### config.mk
export PLATFORM = sky130hd
export DESIGN_NAME = ines_loader
export DESIGN_NICKNAME = d
export VERILOG_FILES = /design/src/rtl/nes_cart_pkg.sv /design/src/rtl/ines_header_check.sv /design/src/rtl/ines_loader.sv
export SDC_FILE = /design/constraint.sdc
export NUM_CORES = 1
export LEC_CHECK = 0
export BUFFER_PORTS_ARGS = -buffer_cell sky130_fd_sc_hd__buf_2
export CELL_PAD_IN_SITES_DETAIL_PLACEMENT = 1
export CELL_PAD_IN_SITES_GLOBAL_PLACEMENT = 2
export CORE_ASPECT_RATIO = 0.5
export CORE_MARGIN = 4
export CORE_UTILIZATION = 36
export DETAILED_ROUTE_END_ITERATION = 6
export GPL_ROUTABILITY_DRIVEN = 0
export PLACE_DENSITY_LB_ADDON = 0.08
export SLEW_MARGIN = 20
export SYNTH_ARGS = -nofsm -noshare
export SYNTH_HDL_FRONTEND = slang
export SYNTH_SLANG_ARGS = --single-unit
### constraint.sdc
create_clock -name cpu_clk -period 3.17 [get_ports cpu_clk]
set_clock_uncertainty 0.05 [all_clocks]
set_input_delay 0.1585 -clock cpu_clk [delete_from_list [all_inputs] [get_ports cpu_clk]]
set_output_delay 0.1585 -clock cpu_clk [all_outputs]
set_load 0.005 [all_outputs]
### src/rtl/nes_cart_pkg.sv
// Shared constants and state encoding for the cartridge image loader.
// Covers NROM images only: no mapper, no trainer.
package nes_cart_pkg;

    localparam logic [31:0] INES_MAGIC    = 32'h4E45531A;
    localparam int          INES_HDR_LEN  = 16;
    localparam int          PRG_BANK_SIZE = 16384;
    localparam int          CHR_BANK_SIZE = 8192;

    typedef enum logic [2:0] {
        HEADER,
        PRG,
        CHR,
        DONE,
        ERROR
    } loader_state_t;

endpackage

### src/rtl/ines_header_check.sv
// Combinational validity test of one iNES header byte, given its position in the header.
// Bytes 8..15 are padding and always accepted.
module ines_header_check #(
    parameter int MAX_PRG_BANKS = 2,
    parameter int CHR_BANKS     = 1
) (
    input  logic [3:0] idx,
    input  logic [7:0] data,
    output logic       ok
);
    import nes_cart_pkg::*;

    always_comb begin
        ok = 1'b1;
        case (idx)
            4'd0: ok = (data == INES_MAGIC[31:24]);
            4'd1: ok = (data == INES_MAGIC[23:16]);
            4'd2: ok = (data == INES_MAGIC[15:8]);
            4'd3: ok = (data == INES_MAGIC[7:0]);
            4'd4: ok = (data != 8'd0) && (32'(data) <= 32'(MAX_PRG_BANKS));
            4'd5: ok = (32'(data) == 32'(CHR_BANKS));
            // Trainer present or any mapper bits set means this is not plain NROM
            4'd6: ok = (data[2] == 1'b0) && (data[7:4] == 4'd0);
            4'd7: ok = (data[7:4] == 4'd0);
            default: ok = 1'b1;
        endcase
    end

endmodule

### src/rtl/ines_loader.sv
// Streams an iNES image into cartridge PRG/CHR RAM, holding the CPU in reset until loaded.
// Header bytes are validated on the fly; a bad image parks the loader in ERROR and drains input.
module ines_loader #(
    parameter int MAX_PRG_BANKS = 2,
    parameter int CHR_BANKS     = 1
) (
    input  logic        cpu_clk,
    input  logic        rst,
    input  logic        in_valid,
    input  logic [7:0]  in_data,
    output logic        in_ready,
    output logic [7:0]  wr_data,
    output logic        prg_we,
    output logic [14:0] prg_addr,
    output logic        chr_we,
    output logic [12:0] chr_addr,
    output logic [1:0]  prg_banks,
    output logic        mirror_v,
    output logic        hold_cpu,
    output logic        done,
    output logic        error
);
    import nes_cart_pkg::*;

    loader_state_t state_q, state_n;
    logic [14:0]   cnt_q, cnt_n;
    logic          rdy_q;
    logic          hdr_ok;
    logic          xfer;
    logic [31:0]   prg_last;

    ines_header_check #(
        .MAX_PRG_BANKS (MAX_PRG_BANKS),
        .CHR_BANKS     (CHR_BANKS)
    ) u_hdr (
        .idx  (cnt_q[3:0]),
        .data (in_data),
        .ok   (hdr_ok)
    );

    assign in_ready = rdy_q && (state_q != DONE);
    assign xfer     = in_valid && in_ready;
    assign prg_last = 32'(prg_banks) * 32'(PRG_BANK_SIZE) - 32'd1;
    assign done     = (state_q == DONE);
    assign error    = (state_q == ERROR);
    assign hold_cpu = (state_q != DONE);

    always_comb begin
        state_n = state_q;
        cnt_n   = cnt_q;
        case (state_q)
            HEADER: if (xfer) begin
                if (!hdr_ok) begin
                    state_n = ERROR;
                end else if (cnt_q[3:0] == 4'(INES_HDR_LEN - 1)) begin
                    state_n = PRG;
                    cnt_n   = 15'd0;
                end else begin
                    cnt_n = cnt_q + 15'd1;
                end
            end
            PRG: if (xfer) begin
                if ({17'd0, cnt_q} == prg_last) begin
                    state_n = CHR;
                    cnt_n   = 15'd0;
                end else begin
                    cnt_n = cnt_q + 15'd1;
                end
            end
            CHR: if (xfer) begin
                if (cnt_q[12:0] == 13'(CHR_BANK_SIZE - 1)) begin
                    state_n = DONE;
                    cnt_n   = 15'd0;
                end else begin
                    cnt_n = cnt_q + 15'd1;
                end
            end
            default: ;
        endcase
    end

    always_ff @(posedge cpu_clk or posedge rst) begin
        if (rst) begin
            state_q <= HEADER;
            cnt_q   <= 15'd0;
            rdy_q   <= 1'b0;
        end else begin
            state_q <= state_n;
            cnt_q   <= cnt_n;
            rdy_q   <= 1'b1;
        end
    end

    // Write stage: one cycle after the transfer, strobe with the counter value it was taken at
    always_ff @(posedge cpu_clk or posedge rst) begin
        if (rst) begin
            prg_we    <= 1'b0;
            chr_we    <= 1'b0;
            prg_addr  <= 15'd0;
            chr_addr  <= 13'd0;
            wr_data   <= 8'd0;
            prg_banks <= 2'd0;
            mirror_v  <= 1'b0;
        end else begin
            prg_we <= 1'b0;
            chr_we <= 1'b0;
            if (xfer && state_q == PRG) begin
                prg_we   <= 1'b1;
                prg_addr <= cnt_q;
                wr_data  <= in_data;
            end
            if (xfer && state_q == CHR) begin
                chr_we   <= 1'b1;
                chr_addr <= cnt_q[12:0];
                wr_data  <= in_data;
            end
            if (xfer && state_q == HEADER && cnt_q[3:0] == 4'd4) prg_banks <= in_data[1:0];
            if (xfer && state_q == HEADER && cnt_q[3:0] == 4'd6) mirror_v  <= in_data[0];
        end
    end

endmodule

### Word-level counts from Yosys, hierarchy flattened

Index checks and enable logic that the tools add are counted.

* $add $sub $neg: 2
* order comparisons: 1
* eq/ne operators: 27
* mux-type cells: 21
* bitwise operators: 1
* reductions and logical operators: 17

Operators by type and width (number)
* 15-bit two-way mux: 7
* 15-bit one-hot mux with 3 select lines: 1
* 15-bit by 32-bit == test with 1-bit output: 1
* 8-bit by 7-bit == test with 1-bit output (second input constant): 3
* 3-bit two-way mux: 7
* 16-bit by 1-bit subtractor with 17-bit output (second input constant): 1
* 4-bit by 3-bit == test with 1-bit output (second input constant): 4
* 8-bit two-way mux: 2
* 15-bit by 1-bit adder with 15-bit output (second input constant): 1
* 13-bit == test (second input constant): 1
* 2-bit != test (second input constant): 6
* 1-bit logical AND: 9
* 3-bit one-hot mux with 3 select lines: 1
* 4-bit by 2-bit == test with 1-bit output (second input constant): 2
* 8-bit by 1-bit == test with 1-bit output (second input constant): 1
* 8-bit by 5-bit == test with 1-bit output (second input constant): 1
* 8-bit by 2-bit <= comparator with 1-bit output (second input constant): 1
* 4-bit zero test: 2
* 1-bit one-hot mux with 8 select lines: 1
* 8-bit nonzero test: 1
* 7-bit AND reduction: 1
* 3-bit by 2-bit == test with 1-bit output (second input constant): 2
* 5-bit AND reduction: 1
* 4-bit by 1-bit == test with 1-bit output (second input constant): 1
* 10 further kinds: 11

* flip-flop bits (word level): 60
* word-level logic and storage cells: 79

### Longest topological paths before layout

* depth after elaboration: 6
* mapped depth: 11

### Hierarchy

Synthesis repeated with hierarchy kept, for this count alone.

* cells, all modules: 255
* area, all modules: 2950.3 um^2

By module, submodules not included
* ines_loader: instances 1, cells an instance 222, area an instance 2715.1 um^2, sequential area each 1501.4 um^2
* ines_header_check: instances 1, cells an instance 33, area an instance 235.2 um^2, sequential area each 0.0 um^2

### Worst setup path before layout

Ideal clock, no wire load.

* kind: reg-to-reg
* start point: register cnt_q[1]
* end point: register cnt_q[7]
* setup time: 0.129 ns
* arrival time: 2.265 ns
* data required time: 2.991 ns
* slack: 0.727 ns
* cell stages (with the launch flop): 12
* buffers on the path: 2
* period minus slack after synthesis: 2.443 ns
* cell sequence: dfrtp_1 -> inv_1 -> ha_1 -> nand2b_1 -> a2111oi_2 -> nand4_1 -> nor4_2 -> a31oi_1 -> buf_2 -> buf_6 -> o21ai_1 -> o41ai_2

* cells in the longest elaborated chain, start to end: 5
* elaborated cells between the ends (all ways): 23
* those cells by class: add/sub (1); eq/ne (11); mux (9); reduce/logical (2)

RTL lines
* start, declared: line ines_loader.sv:26 `logic [14:0] cnt_q, cnt_n;`
* start signal, assigned: line ines_loader.sv:89 `cnt_q <= cnt_n;`
* 15-bit by 1-bit adder with 15-bit output or 4-bit == test (tied branches)
* 15-bit two-way mux: line ines_loader.sv:55 `end else if (cnt_q[3:0] == 4'(INES_HDR_LEN - 1)) begin`
* 15-bit two-way mux: line ines_loader.sv:53 `if (!hdr_ok) begin`
* 15-bit two-way mux: line ines_loader.sv:52 `HEADER: if (xfer) begin`
* 15-bit one-hot mux with 3 select lines: line ines_loader.sv:51 `case (state_q)`

Several ways; a longest one is shown, not always the timed one. The select of a mux whose other input is x is not followed.
A chain may end at the register's enable or synchronous reset.

### Worst setup path after layout

* start point: register cnt_q[1]
* end point: register cnt_q[6]

Same word-level chain as after synthesis.

==> Flow_metrics.wiki <==
{| class="wikitable"
! Metric !! Value
|-
| Cell types with the largest area share after synthesis || sky130_fd_sc_hd__dfrtp_1 50%, sky130_fd_sc_hd__mux2_2 15%, sky130_fd_sc_hd__ha_1 2.5%
|-
| Critical Path Source Type || flip-flop
|-
| CP Data Arrival Time || 3.16 ns
|-
| Portion of netlist area occupied by mux cells || between 15 and 20%
|-
| Overall Power || approximately 1700 uW
|-
| Pwr per Cell Area || approximately 470 mW/mm^2
|-
| Flip-flop cell with the highest count after synthesis || sky130_fd_sc_hd__dfrtp_1
|-
| Switching share of power || roughly a fifth
|-
| TritonCTS Buffers || 9
|-
| Final period demand of the worst path || between 2 and 3 ns
|-
| Core Area || around 0.008 sq mm
|-
| Diodes inserted || 0
|-
| Final number of max-transition violations || 0
|-
| Final instance area || roughly 0.0037 sq mm
|-
| Worst-Margin Slew || between 0.9 and 1 ns
|-
| Resize count post-CTS || 0
|-
| Net switching power || roughly 370 uW
|-
| Total I/O pin count || between 50 and 60
|-
| Site row count || 23
|-
| Vias/cell || 5.17
|-
| Simple-Gate Fraction of Synth Area || between 10 and 15%
|-
| Syn_nets || around 280
|-
| Post-synthesis compound-gate area fraction || 13.1%
|-
| Number of warnings reported in the yosys synthesis log || 0
|-
| Synth Area in XOR/XNOR || just over 2%
|-
| Post-DP Area || 0.00341 sq mm
|-
| Die height || around 72 um
|-
| Aggregate routed wire length || 7.62 mm
|-
| Number of hold-repair buffers added at the cts stage || 0
|-
| Count of final hold-check violations || 52
|-
| Width of the die || roughly 140 um
|-
| Logic gate share of total power || ~2.3%
|-
| Clock tree from TritonCTS || yes
|-
| Number of synthesized register bits || 60
|-
| Post-detailed-placement half-perimeter wirelength || between 5 and 6 mm
|-
| Maximum achievable frequency || 337 MHz
|-
| Post-detailed-route count of antenna-violating nets || 0
|-
| Remaining routing DRC violations || 0
|-
| Setup TNS || 0 ns
|-
| Post-route fraction of the period consumed by the critical path || between 90% and 100%
|-
| Failing checks || hold timing
|-
| Class of the most critical hold timing path || in -> async
|-
| Instance count of the mapped netlist || roughly 270
|-
| Effective utilization at floorplan || 37.2%
|-
| Routed wire length per instance || ~17 um
|-
| Via count of the routed design || around 2300
|-
| Crit path max fanout || 15
|-
| Number of enable flip-flop cells after synthesis || 0
|-
| Clock root buffer master || sky130_fd_sc_hd__clkbuf_16
|-
| Setup repair bufs after CTS || 0
|-
| Highest-count cells in the layout ignoring fill and taps || 60 x sky130_fd_sc_hd__dfrtp_1, 55 x sky130_fd_sc_hd__buf_2, 40 x sky130_fd_sc_hd__mux2_2
|-
| Max H-tree Level || 3
|-
| Hold slack || -0.0546 ns
|-
| Overflow left after global routing || 0
|-
| Post-synthesis share of cell area spent on full adders, half adders and majority gates || under 10%
|-
| Violation count after the first detailed-routing iteration || 67
|-
| Run status || finished with violations
|-
| Synth-to-layout area growth || 24.1%
|-
| Cells along the critical path || inv_1 > ha_2 > nand2b_1 > a2111oi_2 > nand4_1 > nor4_2 > a31oi_2 > buf_4 > or4_1 > o211ai_1
|-
| Worst Setup End Kind || flip-flop
|-
| CP bufs+invs || 2
|-
| Clock latency reported for the late side of the worst-skew pair || 0.33 ns
|-
| Mapped Area || between 0.002 and 0.003 sq mm
|-
| Global-route total usage across every layer || between 15 and 20%
|-
| Clock Tree Buf Depth || 2
|-
| Syn avg cell area || 11.2 sq um
|-
| Die Outline Area || 0.00991 sq mm
|-
| Number of antenna violations at the first check in global routing || 0
|-
| Master of the slowest instance on the critical path || sky130_fd_sc_hd__or4_1
|-
| Worst setup path class || reg -> reg
|-
| Post-synth ARST share || 100%
|-
| Final Core Density || 46.2%
|-
| Share of final-layout standard cells stronger than drive strength 1 || about two fifths
|-
| Leakage power || between 0.0015 and 0.002 uW
|-
| Final net count || between 300 and 400
|-
| Slew margin rel. || 38.4%
|-
| Clock share of power || 53.7%
|-
| Total of endpoints with negative setup slack in the final report || 0
|-
| Main combinational cell family by area after synthesis || multiplexers
|-
| Cell Int Power || ~1400 uW
|-
| Data required time of the worst path || roughly 3.4 ns
|-
| Number of fill cells || 899
|-
| Pre-antenna DRT Iters || 4
|-
| Global-route wire length before repair || about 13 mm
|-
| Most common library cell in the layout ignoring fill and taps || sky130_fd_sc_hd__dfrtp_1
|-
| Part of the Yosys area used for sequential elements || roughly 50%
|-
| Number of buffers inserted by port buffering || 55
|-
| Sequential cell fraction of total power || between 40% and 50%
|-
| Delay-heaviest family, CP || simple AND/OR/NAND/NOR gates
|-
| Clock transition at the registers of the reported paths || around 0.05 ns
|-
| Number of distinct library cell variants in the gate-level netlist after synthesis || between 50 and 60
|-
| Cell taking the most area after synthesis || sky130_fd_sc_hd__dfrtp_1
|-
| Proportion of netlist area held by the largest area contributor || between 50% and 60%
|-
| Largest net degree at the start of global routing || 54
|-
| Via count of the first global-routing pass || between 2000 and 2500
|-
| Sink Count || 60
|-
| Maximum cell stage delay along the critical path || 0.53 ns
|-
| Max IR drop VDD || 0.249 mV
|-
| Number of violations of the max-capacitance limit || 0
|}
==> final cells by class <==
| class | count | area (sq um) | share of cell area (%) |
|---|---|---|---|
| Sequential cell | 60 | 1500 | 40.5 |
| Multi-Input combinational cell | 182 | 1390 | 37.4 |
| Timing Repair Buffer | 65 | 350 | 9.45 |
| Clock buffer | 10 | 229 | 6.17 |
| Tap cell | 112 | 140 | 3.78 |
| Clock inverter | 6 | 55.1 | 1.48 |
| Inverter | 12 | 46.3 | 1.25 |
==> cells by family after synthesis <==
logic type,count (synthesis)
and+or+nand+nor,73
DFF,60
AOI/OAI and AO/OA,55
muxes,40
xor gates and xnor gates,7
adders and majority gates,6
other,1
buffers and inverters,25
==> final timing paths <==
check / from / end / slack, ns / cells after the start
worst max-delay path: cnt_q[1]$_DFFE_PP0P_ / cnt_q[6]$_DFFE_PP0P_ / 0.21 / 10
worst min-delay path: rst / chr_we$_DFF_PP0_ / -0.05 / 2
worst max register to register: cnt_q[1]$_DFFE_PP0P_ / cnt_q[6]$_DFFE_PP0P_ / 0.21 / 10
worst min register to register: wr_data[3]$_DFFE_PP0P_ / wr_data[3]$_DFFE_PP0P_ / 0.45 / 1
max in group asynchronous: rst / prg_banks[0]$_DFFE_PP0P_ / 2.46 / 3
min in group cpu_clk: in_data[3] / wr_data[3]$_DFFE_PP0P_ / 0.03 / 2
==> power by group through the flow <==
stage	registers [uW]	logic [uW]	clock network, uW
after floorplan	781	21.4	0
after global placement	781	40.1	0
after detailed placement	781	40.8	0
after CTS	768	40.9	966
after global routing	768	46.0	1010
final	769	39.6	938
==> per-layer routing <==
metal  vias up  share of wire, %  global-route usage [%]
li1       1085                 -                       -
met1      1164                47                    21.5
met2        50                46                    26.3
met3        12               5.4                    5.96
met4         0               1.8                    5.20
met5         -                 0                       0
==> cell usage after synthesis, types with 4 or more instances <==
master,count
sky130_fd_sc_hd__nand3_1,8
sky130_fd_sc_hd__o21ai_1,14
sky130_fd_sc_hd__ha_1,6
sky130_fd_sc_hd__a21oi_1,8
sky130_fd_sc_hd__and3_1,5
sky130_fd_sc_hd__nor2_1,15
sky130_fd_sc_hd__clkbuf_1,6
sky130_fd_sc_hd__inv_1,9
sky130_fd_sc_hd__o21ai_0,5
sky130_fd_sc_hd__nand2b_1,6
sky130_fd_sc_hd__nor2b_1,4
sky130_fd_sc_hd__dfrtp_1,60
sky130_fd_sc_hd__xnor2_1,5
sky130_fd_sc_hd__nand2_1,18
sky130_fd_sc_hd__mux2_2,40
==> through the flow <==
stage / setup WS [ns] / std cells
after floorplan: 0.727 / 267
after global placement: 0.273 / 431
after detailed placement: 0.170 / 431
after CTS: 0.137 / 447
after global routing: -0.00795 / 447
final: 0.207 / 447
==> flip-flops by register name, indices dropped and copies added, names as in the netlist <==
name	cells
state_q	3
rdy_q	1
prg_we	1
chr_addr	13
wr_data	8
chr_we	1
cnt_q	15
prg_addr	15
prg_banks	2
mirror_v	1
Note: power is estimated with default switching activity, not from simulation.
